$ cat config.mk
export PLATFORM = sky130hd
export DESIGN_NAME = bus_xfer_sequencer
export DESIGN_NICKNAME = d
export VERILOG_FILES = /design/src/rtl/bus_xfer_sequencer.sv
export SDC_FILE = /design/constraint.sdc
export NUM_CORES = 1
export LEC_CHECK = 0
export CAP_MARGIN = 20
export CELL_PAD_IN_SITES_DETAIL_PLACEMENT = 1
export CELL_PAD_IN_SITES_GLOBAL_PLACEMENT = 1
export CORE_MARGIN = 4
export CORE_UTILIZATION = 36
export CTS_BUF_LIST = sky130_fd_sc_hd__clkbuf_4 sky130_fd_sc_hd__clkbuf_8
export CTS_CLUSTER_DIAMETER = 50
export DETAILED_ROUTE_END_ITERATION = 16
export PLACE_DENSITY = 0.77
export SYNTH_ARGS = -nofsm -noshare
export SYNTH_HDL_FRONTEND = slang
export SYNTH_SLANG_ARGS = --single-unit
$ cat constraint.sdc
create_clock -name clk -period 2 [get_ports clk]
set_clock_uncertainty 0.2 [all_clocks]
set_input_delay 0.4 -clock clk [delete_from_list [all_inputs] [get_ports clk]]
set_output_delay 0.4 -clock clk [all_outputs]
set_load 0.005 [all_outputs]
$ cat src/rtl/bus_xfer_sequencer.sv
// Register-transfer sequencer: turns MOVE/LOADI/SWAP requests into per-register R_in/R_out strobes.
// Optional build macro XFER_COUNT_EN adds a saturating transfer counter (xfer_count) with clear (count_clr).
module bus_xfer_sequencer #(
    parameter int NUM_REGS = 8,
    parameter int SEL_W    = 3,
    parameter int TEMP_REG = 7,
    parameter int DATA_W   = 32
) (
    input  logic                clk,
    input  logic                reset,
`ifdef XFER_COUNT_EN
    input  logic                count_clr,
    output logic [15:0]         xfer_count,
`endif
    input  logic                req_valid,
    output logic                req_ready,
    input  logic [1:0]          req_op,
    input  logic [SEL_W-1:0]    req_src,
    input  logic [SEL_W-1:0]    req_dst,
    input  logic [DATA_W-1:0]   req_imm,
    output logic [NUM_REGS-1:0] R_in_vec,
    output logic [NUM_REGS-1:0] R_out_vec,
    output logic                imm_oe,
    output logic [DATA_W-1:0]   imm_bus,
    output logic                done,
    output logic                err,
    output logic                busy
);
    localparam logic [1:0]       OP_MOVE  = 2'b00;
    localparam logic [1:0]       OP_LOADI = 2'b01;
    localparam logic [1:0]       OP_SWAP  = 2'b10;
    localparam logic [1:0]       OP_RSVD  = 2'b11;
    localparam logic [SEL_W:0]   NREGS_X  = (SEL_W+1)'(NUM_REGS);
    localparam logic [SEL_W-1:0] TEMP_SEL = SEL_W'(TEMP_REG);

    typedef enum logic [2:0] {IDLE, X1, X2, X3, FIN} state_t;

    state_t                state_q, state_d;
    logic [1:0]            op_q;
    logic [SEL_W-1:0]      src_q, dst_q;
    logic [DATA_W-1:0]     imm_q;
    logic                  fail_q;
    logic                  accept;
    logic                  src_bad, dst_bad, req_bad, req_degen;
    logic [NUM_REGS-1:0]   src_oh, dst_oh, tmp_oh;
    logic [NUM_REGS-1:0]   r_in_d, r_out_d, r_in_q, r_out_q;
    logic                  imm_oe_d, imm_oe_q, done_d, done_q, err_d, err_q;
    logic [DATA_W-1:0]     imm_bus_d, imm_bus_q;
    logic                  ready_q, busy_q;

    assign accept = req_valid && ready_q;

    genvar gi;
    generate
        for (gi = 0; gi < NUM_REGS; gi++) begin : g_dec
            assign src_oh[gi] = (src_q == SEL_W'(gi));
            assign dst_oh[gi] = (dst_q == SEL_W'(gi));
            assign tmp_oh[gi] = (gi == TEMP_REG);
        end
    endgenerate

    // Request screening happens on the raw inputs so the accept edge can branch straight to FIN.
    always_comb begin
        src_bad   = ({1'b0, req_src} >= NREGS_X) || (req_src == TEMP_SEL);
        dst_bad   = ({1'b0, req_dst} >= NREGS_X) || (req_dst == TEMP_SEL);
        req_bad   = (req_op == OP_RSVD) || dst_bad || ((req_op != OP_LOADI) && src_bad);
        req_degen = ((req_op == OP_MOVE) || (req_op == OP_SWAP)) && (req_src == req_dst);
    end

    always_ff @(posedge clk) begin
        if (reset) begin
            state_q <= IDLE;
            op_q    <= OP_MOVE;
            src_q   <= '0;
            dst_q   <= '0;
            imm_q   <= '0;
            fail_q  <= 1'b0;
        end else begin
            state_q <= state_d;
            if (accept) begin
                op_q   <= req_op;
                src_q  <= req_src;
                dst_q  <= req_dst;
                imm_q  <= req_imm;
                fail_q <= req_bad;
            end
        end
    end

    always_comb begin
        state_d = state_q;
        case (state_q)
            IDLE: if (accept) state_d = (req_bad || req_degen) ? FIN : X1;
            X1:   state_d = (op_q == OP_SWAP) ? X2 : FIN;
            X2:   state_d = X3;
            X3:   state_d = FIN;
            FIN:  state_d = IDLE;
            default: state_d = IDLE;
        endcase
    end

    // Strobes are decoded from the current state and registered, so they trail the state by one cycle.
    always_comb begin
        r_in_d    = '0;
        r_out_d   = '0;
        imm_oe_d  = 1'b0;
        imm_bus_d = '0;
        done_d    = 1'b0;
        err_d     = 1'b0;
        case (state_q)
            X1: begin
                case (op_q)
                    OP_MOVE: begin
                        r_out_d = src_oh;
                        r_in_d  = dst_oh;
                    end
                    OP_LOADI: begin
                        imm_oe_d  = 1'b1;
                        imm_bus_d = imm_q;
                        r_in_d    = dst_oh;
                    end
                    OP_SWAP: begin
                        r_out_d = src_oh;
                        r_in_d  = tmp_oh;
                    end
                    default: ;
                endcase
            end
            X2: begin
                r_out_d = dst_oh;
                r_in_d  = src_oh;
            end
            X3: begin
                r_out_d = tmp_oh;
                r_in_d  = dst_oh;
            end
            FIN: begin
                done_d = 1'b1;
                err_d  = fail_q;
            end
            default: ;
        endcase
    end

    always_ff @(posedge clk) begin
        if (reset) begin
            r_in_q    <= '0;
            r_out_q   <= '0;
            imm_oe_q  <= 1'b0;
            imm_bus_q <= '0;
            done_q    <= 1'b0;
            err_q     <= 1'b0;
            ready_q   <= 1'b1;
            busy_q    <= 1'b0;
        end else begin
            r_in_q    <= r_in_d;
            r_out_q   <= r_out_d;
            imm_oe_q  <= imm_oe_d;
            imm_bus_q <= imm_bus_d;
            done_q    <= done_d;
            err_q     <= err_d;
            ready_q   <= (state_d == IDLE);
            busy_q    <= (state_d != IDLE);
        end
    end

`ifdef XFER_COUNT_EN
    logic [15:0] xfer_count_q;
    logic        xfer_cycle;

    assign xfer_cycle = (state_q == X1) || (state_q == X2) || (state_q == X3);

    always_ff @(posedge clk) begin
        if (reset || count_clr) begin
            xfer_count_q <= '0;
        end else if (xfer_cycle && (xfer_count_q != 16'hFFFF)) begin
            xfer_count_q <= xfer_count_q + 16'd1;
        end
    end

    assign xfer_count = xfer_count_q;
`endif

    assign R_in_vec  = r_in_q;
    assign R_out_vec = r_out_q;
    assign imm_oe    = imm_oe_q;
    assign imm_bus   = imm_bus_q;
    assign done      = done_q;
    assign err       = err_q;
    assign req_ready = ready_q;
    assign busy      = busy_q;
endmodule
=== After elaboration in Yosys (flattened, before gate mapping) ===
Index checks and enable logic that the tools add are counted.
W data, S select, Z words.

* Register bits: 97
* Output and inout bits: 53
* Logic and storage cells: 72

* Eq/ne operators: 26
* Mux-type cells: 10
* Bitwise logic cells: 3
* Reductions and logical operators: 19

{| class="wikitable"
|+ Operator list
! kind !! count
|-
| $pmux W8 S3 || 2
|-
| $eq A3 B3 Y1 const B || 11
|-
| $eq A3 B2 Y1 const B || 6
|-
| $pmux W8 S2 || 1
|-
| $logic_not A3 Y1 || 4
|-
| $pmux W3 S4 || 1
|-
| $eq A3 B1 Y1 const B || 3
|-
| $mux W3 || 3
|-
| $mux W8 || 1
|-
| $reduce_or A2 Y1 || 4
|-
| $eq A2 B2 Y1 const B || 3
|-
| $logic_not A2 Y1 || 2
|-
| $logic_or A1 B1 Y1 || 4
|-
| $eq A3 B3 Y1 || 1
|-
| $logic_and A1 B1 Y1 || 3
|-
| $not A1 Y1 || 3
|-
| $reduce_bool A3 Y1 || 1
|-
| $reduce_or A3 Y1 || 1
|-
| $eq A2 B1 Y1 const B || 1
|-
| $mux W1 || 2
|-
| $ne A2 B1 Y1 const B || 1
|}

=== Depth between registers and ports, before layout ===
Gate-level depths: netlist of the first run.

* Depth in word-level cells: 8
* Gate-level depth with buffers: 6
* Mapped depth without buffers: 4

=== Worst setup path after synthesis of the first run ===
Ideal clock, no wire load.

* Path kind: in2reg
* Start point: in req_dst[1]
* End point: reg state_q[2]
* Library setup time: 0.116 ns
* Data arrival time: 1.175 ns
* Required time: 1.684 ns
* Setup slack: 0.509 ns
* Stages: 4
* Path through: a32o_1 -> a41oi_1 -> o41ai_1 -> a31o_2

* Longest elaborated chain between the ends: 7
* Elaborated cells on any way between the ends: 9

{| class="wikitable"
|+ Ends and longest elaborated chain
! element !! line !! source
|-
| start: declaration || 19 || <nowiki>input logic [SEL_W-1:0] req_dst,</nowiki>
|-
| $eq A3 B3 Y1 || 65 || <nowiki>dst_bad = ({1'b0, req_dst} >= NREGS_X) || (req_dst == TEMP_SEL);</nowiki>
|-
| $logic_or A1 B1 Y1 (2 in series) || 66 || <nowiki>req_bad = (req_op == OP_RSVD) || dst_bad || ((req_op != OP_LOADI) && src_bad);</nowiki>
|-
| $logic_or A1 B1 Y1 * || 93 || <nowiki>IDLE: if (accept) state_d = (req_bad || req_degen) ? FIN : X1;</nowiki>
|-
| $mux W3 * (2 in series) || 93 ||
|-
| $pmux W3 S4 * || 92 || <nowiki>case (state_q)</nowiki>
|-
| end signal: assignment || 79 || <nowiki>state_q <= state_d;</nowiki>
|-
| end: declaration || 38 || <nowiki>state_t state_q, state_d;</nowiki>
|}

Mark *: on every way between the ends. The rest lies on a longest branch, timed or not.
A chain may end at the register's enable or synchronous reset.

=== Worst setup path in the final report of the first run ===
* Start point: reg ready_q, in the netlist req_ready
* End point: out req_ready

{| class="wikitable"
|+ RTL lines
! element !! line !! source
|-
| start: declaration || 49 || <nowiki>logic ready_q, busy_q;</nowiki>
|-
| start signal: assignment || 162 || <nowiki>ready_q <= (state_d == IDLE);</nowiki>
|-
| end: declaration || 16 || <nowiki>output logic req_ready,</nowiki>
|}

No word-level cell between the ends.

==> out/results.ini, run 1 <==
[global_routing]
use_met2_pct = 26.8
busiest_layer = met2
grt_pass1_vias = 2732
grt_util_all_layers_pct = 15.4
use_met1_pct = 19.0
grt_max_degree = 46
met3_usage_pct = 3.35
grt_overflow = 0
grt_pass1_wl_um = 13500
antenna_found_initial = 0

[min_path]
hold_depth = 2
hp-class = reg -> reg
min_to = imm_q[29]
hold_start = imm_q[29]

[run]
maxCapViolCount = 0

[clock_network]
cts_resized = 0
worstSkewPairLatency_ps = 360
cts_buffers = 9
cts_tree = done
cts_buffer_depth = 2
postCtsSetupBuffers = 0
cts_max_level = 3
postCtsHoldBufs = 0
clkSlewWorstSetupHoldPaths_ps = 100
cts_num_sinks = 97
cts_root_buf = clkbuf_8

[synthesis]
synth_edf_count = 0
synth-async-reset-ratio_pct = 0
avgSynthCellArea_um2 = 9.37
syn_area_um2 = 3320
synth_cells = 354
ys.flop_type = dfxtp_1
synth_nets = 397
ys_types = 38
ys_seq_area_share_pct = 58.5
synth-seq-cells = 97
yosysWarnings = 0

[timing]
fin_crit_ps = 1860
period_share_pct = 93.2
slew_headroom_pct = 69.4
drv_slew = 0
hold_violations = 0
worst_pin_slew_ps = 458
finalSetupViolCount = 0
fmax_mhz = 536
rsz0062_at_grt = false

[route]
wl_per_cell_um = 14.9
num_vias = 2705
drt-initial-drc-count = 76
drt-total-wl_um = 8340
route.detailed.drc = 0
vias_per_cell = 4.84
dr.pass1.iters = 4
antenna_left = 0

[critical_path]
cpLargestDelayFamily = buffers and inverters
worst_setup_path_start_kind = register
r2r_start = state_q[1]
crit_path_top_delay_cell = clkdlybuf4s50_1
cpPeakStageDelay_ps = 530
cp_cell_sequence = clkdlybuf4s50_1
worst-setup-path-type = reg -> out
cp_max_fo = 3
endpoint_kind = primary output
rrSetupSlack_ps = 280
crit_buf_inv = 1
arrival_ps = 1260
required_ps = 1400
worst_r2r_path_depth = 4
startpoint = req_ready
r2r_end = R_in_vec[7]

[placed_design]
gp_congestion = 0.833
dp.cells = 543
postPlaceCellArea_um2 = 4370
hpwl_um = 5960
io_buffers = 95

[layout]
syn2layout_area_growth_pct = 38.0
fin_area_um2 = 4580
final_cells = 559
n_antenna_cell = 0
drive_gt1_share_pct = 7.98
final_common_cell = dfxtp_1
final_cell_mix = 97 x dfxtp_1, 94 x clkdlybuf4s50_1, 85 x nand2_1
nets = 489
final_core_util_pct = 51.7

[die]
dieArea_um2 = 10800
rows = 34
ios = 96
die_y_um = 104
die_x_um = 104
initial_core_util_pct = 37.5
core_um2 = 8850

[pwr]
p_leak_nw = 1.68
p_per_area_nw_per_um2 = 809
ir_drop_uv = 431

[run_status]
status = finished, final reports clean

-- cell type report --
class | instances | area [um^2]
Multi-Input combinational cell | 232 | 1250
Sequential cell | 97 | 1940
Tap cell | 108 | 135
Clock buffer | 9 | 124
Inverter | 3 | 11.3
Clock inverter | 7 | 81.3
Fill cell | 1029 | 4270
Timing Repair Buffer | 103 | 1030
-- sequential cells by signal, summed over array words and instances, names as in the netlist --
signal     cells
imm_bus       32
imm_q         32
R_in_vec       8
R_out_vec      8
dst_q          3
src_q          3
state_q        3
op_q           2
busy           1
done           1
err            1
fail_q         1
imm_oe         1
req_ready      1
-- how the worst max path moves through the flow --
stage                 end  cells past startpoint
2_1_floorplan  state_q[2]                      4
3_3_place_gp   state_q[2]                      5
3_5_place_dp   state_q[2]                      5
4_1_cts         req_ready                      1
5_1_grt         req_ready                      1
6_report        req_ready                      1
-- synth_stat cells (2+ instances only) --
| library cell | number | area, um^2 |
|---|---|---|
| a22oi_1 | 9 | 67.6 |
| inv_1 | 3 | 11.3 |
| a31oi_1 | 3 | 18.8 |
| nand2_1 | 85 | 319 |
| clkbuf_1 | 13 | 48.8 |
| clkbuf_2 | 2 | 10.0 |
| buf_2 | 3 | 15.0 |
| xor2_1 | 3 | 26.3 |
| a32oi_1 | 3 | 26.3 |
| nor2b_1 | 5 | 31.3 |
| and2_1 | 36 | 225 |
| a21oi_1 | 43 | 215 |
| buf_4 | 2 | 15.0 |
| nor2_4 | 2 | 22.5 |
| buf_6 | 2 | 22.5 |
| dfxtp_1 | 97 | 1940 |
| nor2_1 | 18 | 67.6 |
| nand3_1 | 5 | 25.0 |
-- metal layers --
layer,wire length (um),part of all wire [%],up-vias
met5,0,0,-
met4,100,1.2,0
met3,351,4.2,9
met2,4130,50,68
met1,3750,45,1278
li1,-,-,1350
-- kinds of logic (layout without fill, tap and decap cells) --
logic type / after synthesis / count (layout) / synth area share, %
AO/OA/AOI/OAI: 67 / 67 / 12.1
XOR/XNOR: 3 / 3 / 0.792
buffers and inverters: 25 / 122 / 3.70
flip-flops: 97 / 97 / 58.5
AND/OR/NAND/NOR: 162 / 162 / 24.9
-- where the power goes --
group | total, mW | internal (mW) | switching [mW] | leakage, nW
Sequential | 2.05 | 2.00 | 0.0531 | 0.789
Clock | 1.32 | 0.603 | 0.715 | 0.107
Combinational | 0.337 | 0.168 | 0.168 | 0.781
Total | 3.70 | 2.77 | 0.936 | 1.68
-- per-stage QoR --
| stage | hold WS [ps] | setup TNS, ps | setup WS, ps | power (mW) |
|---|---|---|---|---|
| after global placement | 234 | -34.6 | -34.6 | 2.42 |
| after CTS | 254 | 0 | 112 | 3.75 |
| after global routing | 271 | 0 | 97.7 | 3.88 |
| final | 254 | 0 | 135 | 3.70 |
| after detailed placement | 241 | -127 | -127 | 2.43 |
| after floorplan | 230 | 0 | 509 | 2.26 |
Note: power is estimated with default switching activity, not from simulation.
==> run 2: changes to the inputs <==
SLEW_MARGIN = 30   (was unset)
==> results of run 2 <==
The final DEF is identical to that of run 1; final timing and power are the same.
==> run 3: changes to the inputs <==
--- a/config.mk
+++ b/config.mk
@@ -15,5 +15,4 @@
 export DETAILED_ROUTE_END_ITERATION = 16
 export PLACE_DENSITY = 0.77
-export SLEW_MARGIN = 30
 export SYNTH_ARGS = -nofsm -noshare
 export SYNTH_HDL_FRONTEND = slang
==> constraint.sdc (replaced) <==
create_clock -name clk -period 2 [get_ports clk]
set_clock_uncertainty 0.2 [all_clocks]
set_input_delay 0.4 -clock clk [delete_from_list [all_inputs] [get_ports clk]]
set_output_delay 0.4 -clock clk [all_outputs]
set_load 0.01 [all_outputs]
==> results of run 3 <==
Same layout as run 1 (identical final DEF). Status: finished, final reports clean.
Among the figures that moved: setup slack after layout 135 ps -> 100 ps; total power 3.70 mW -> 3.71 mW
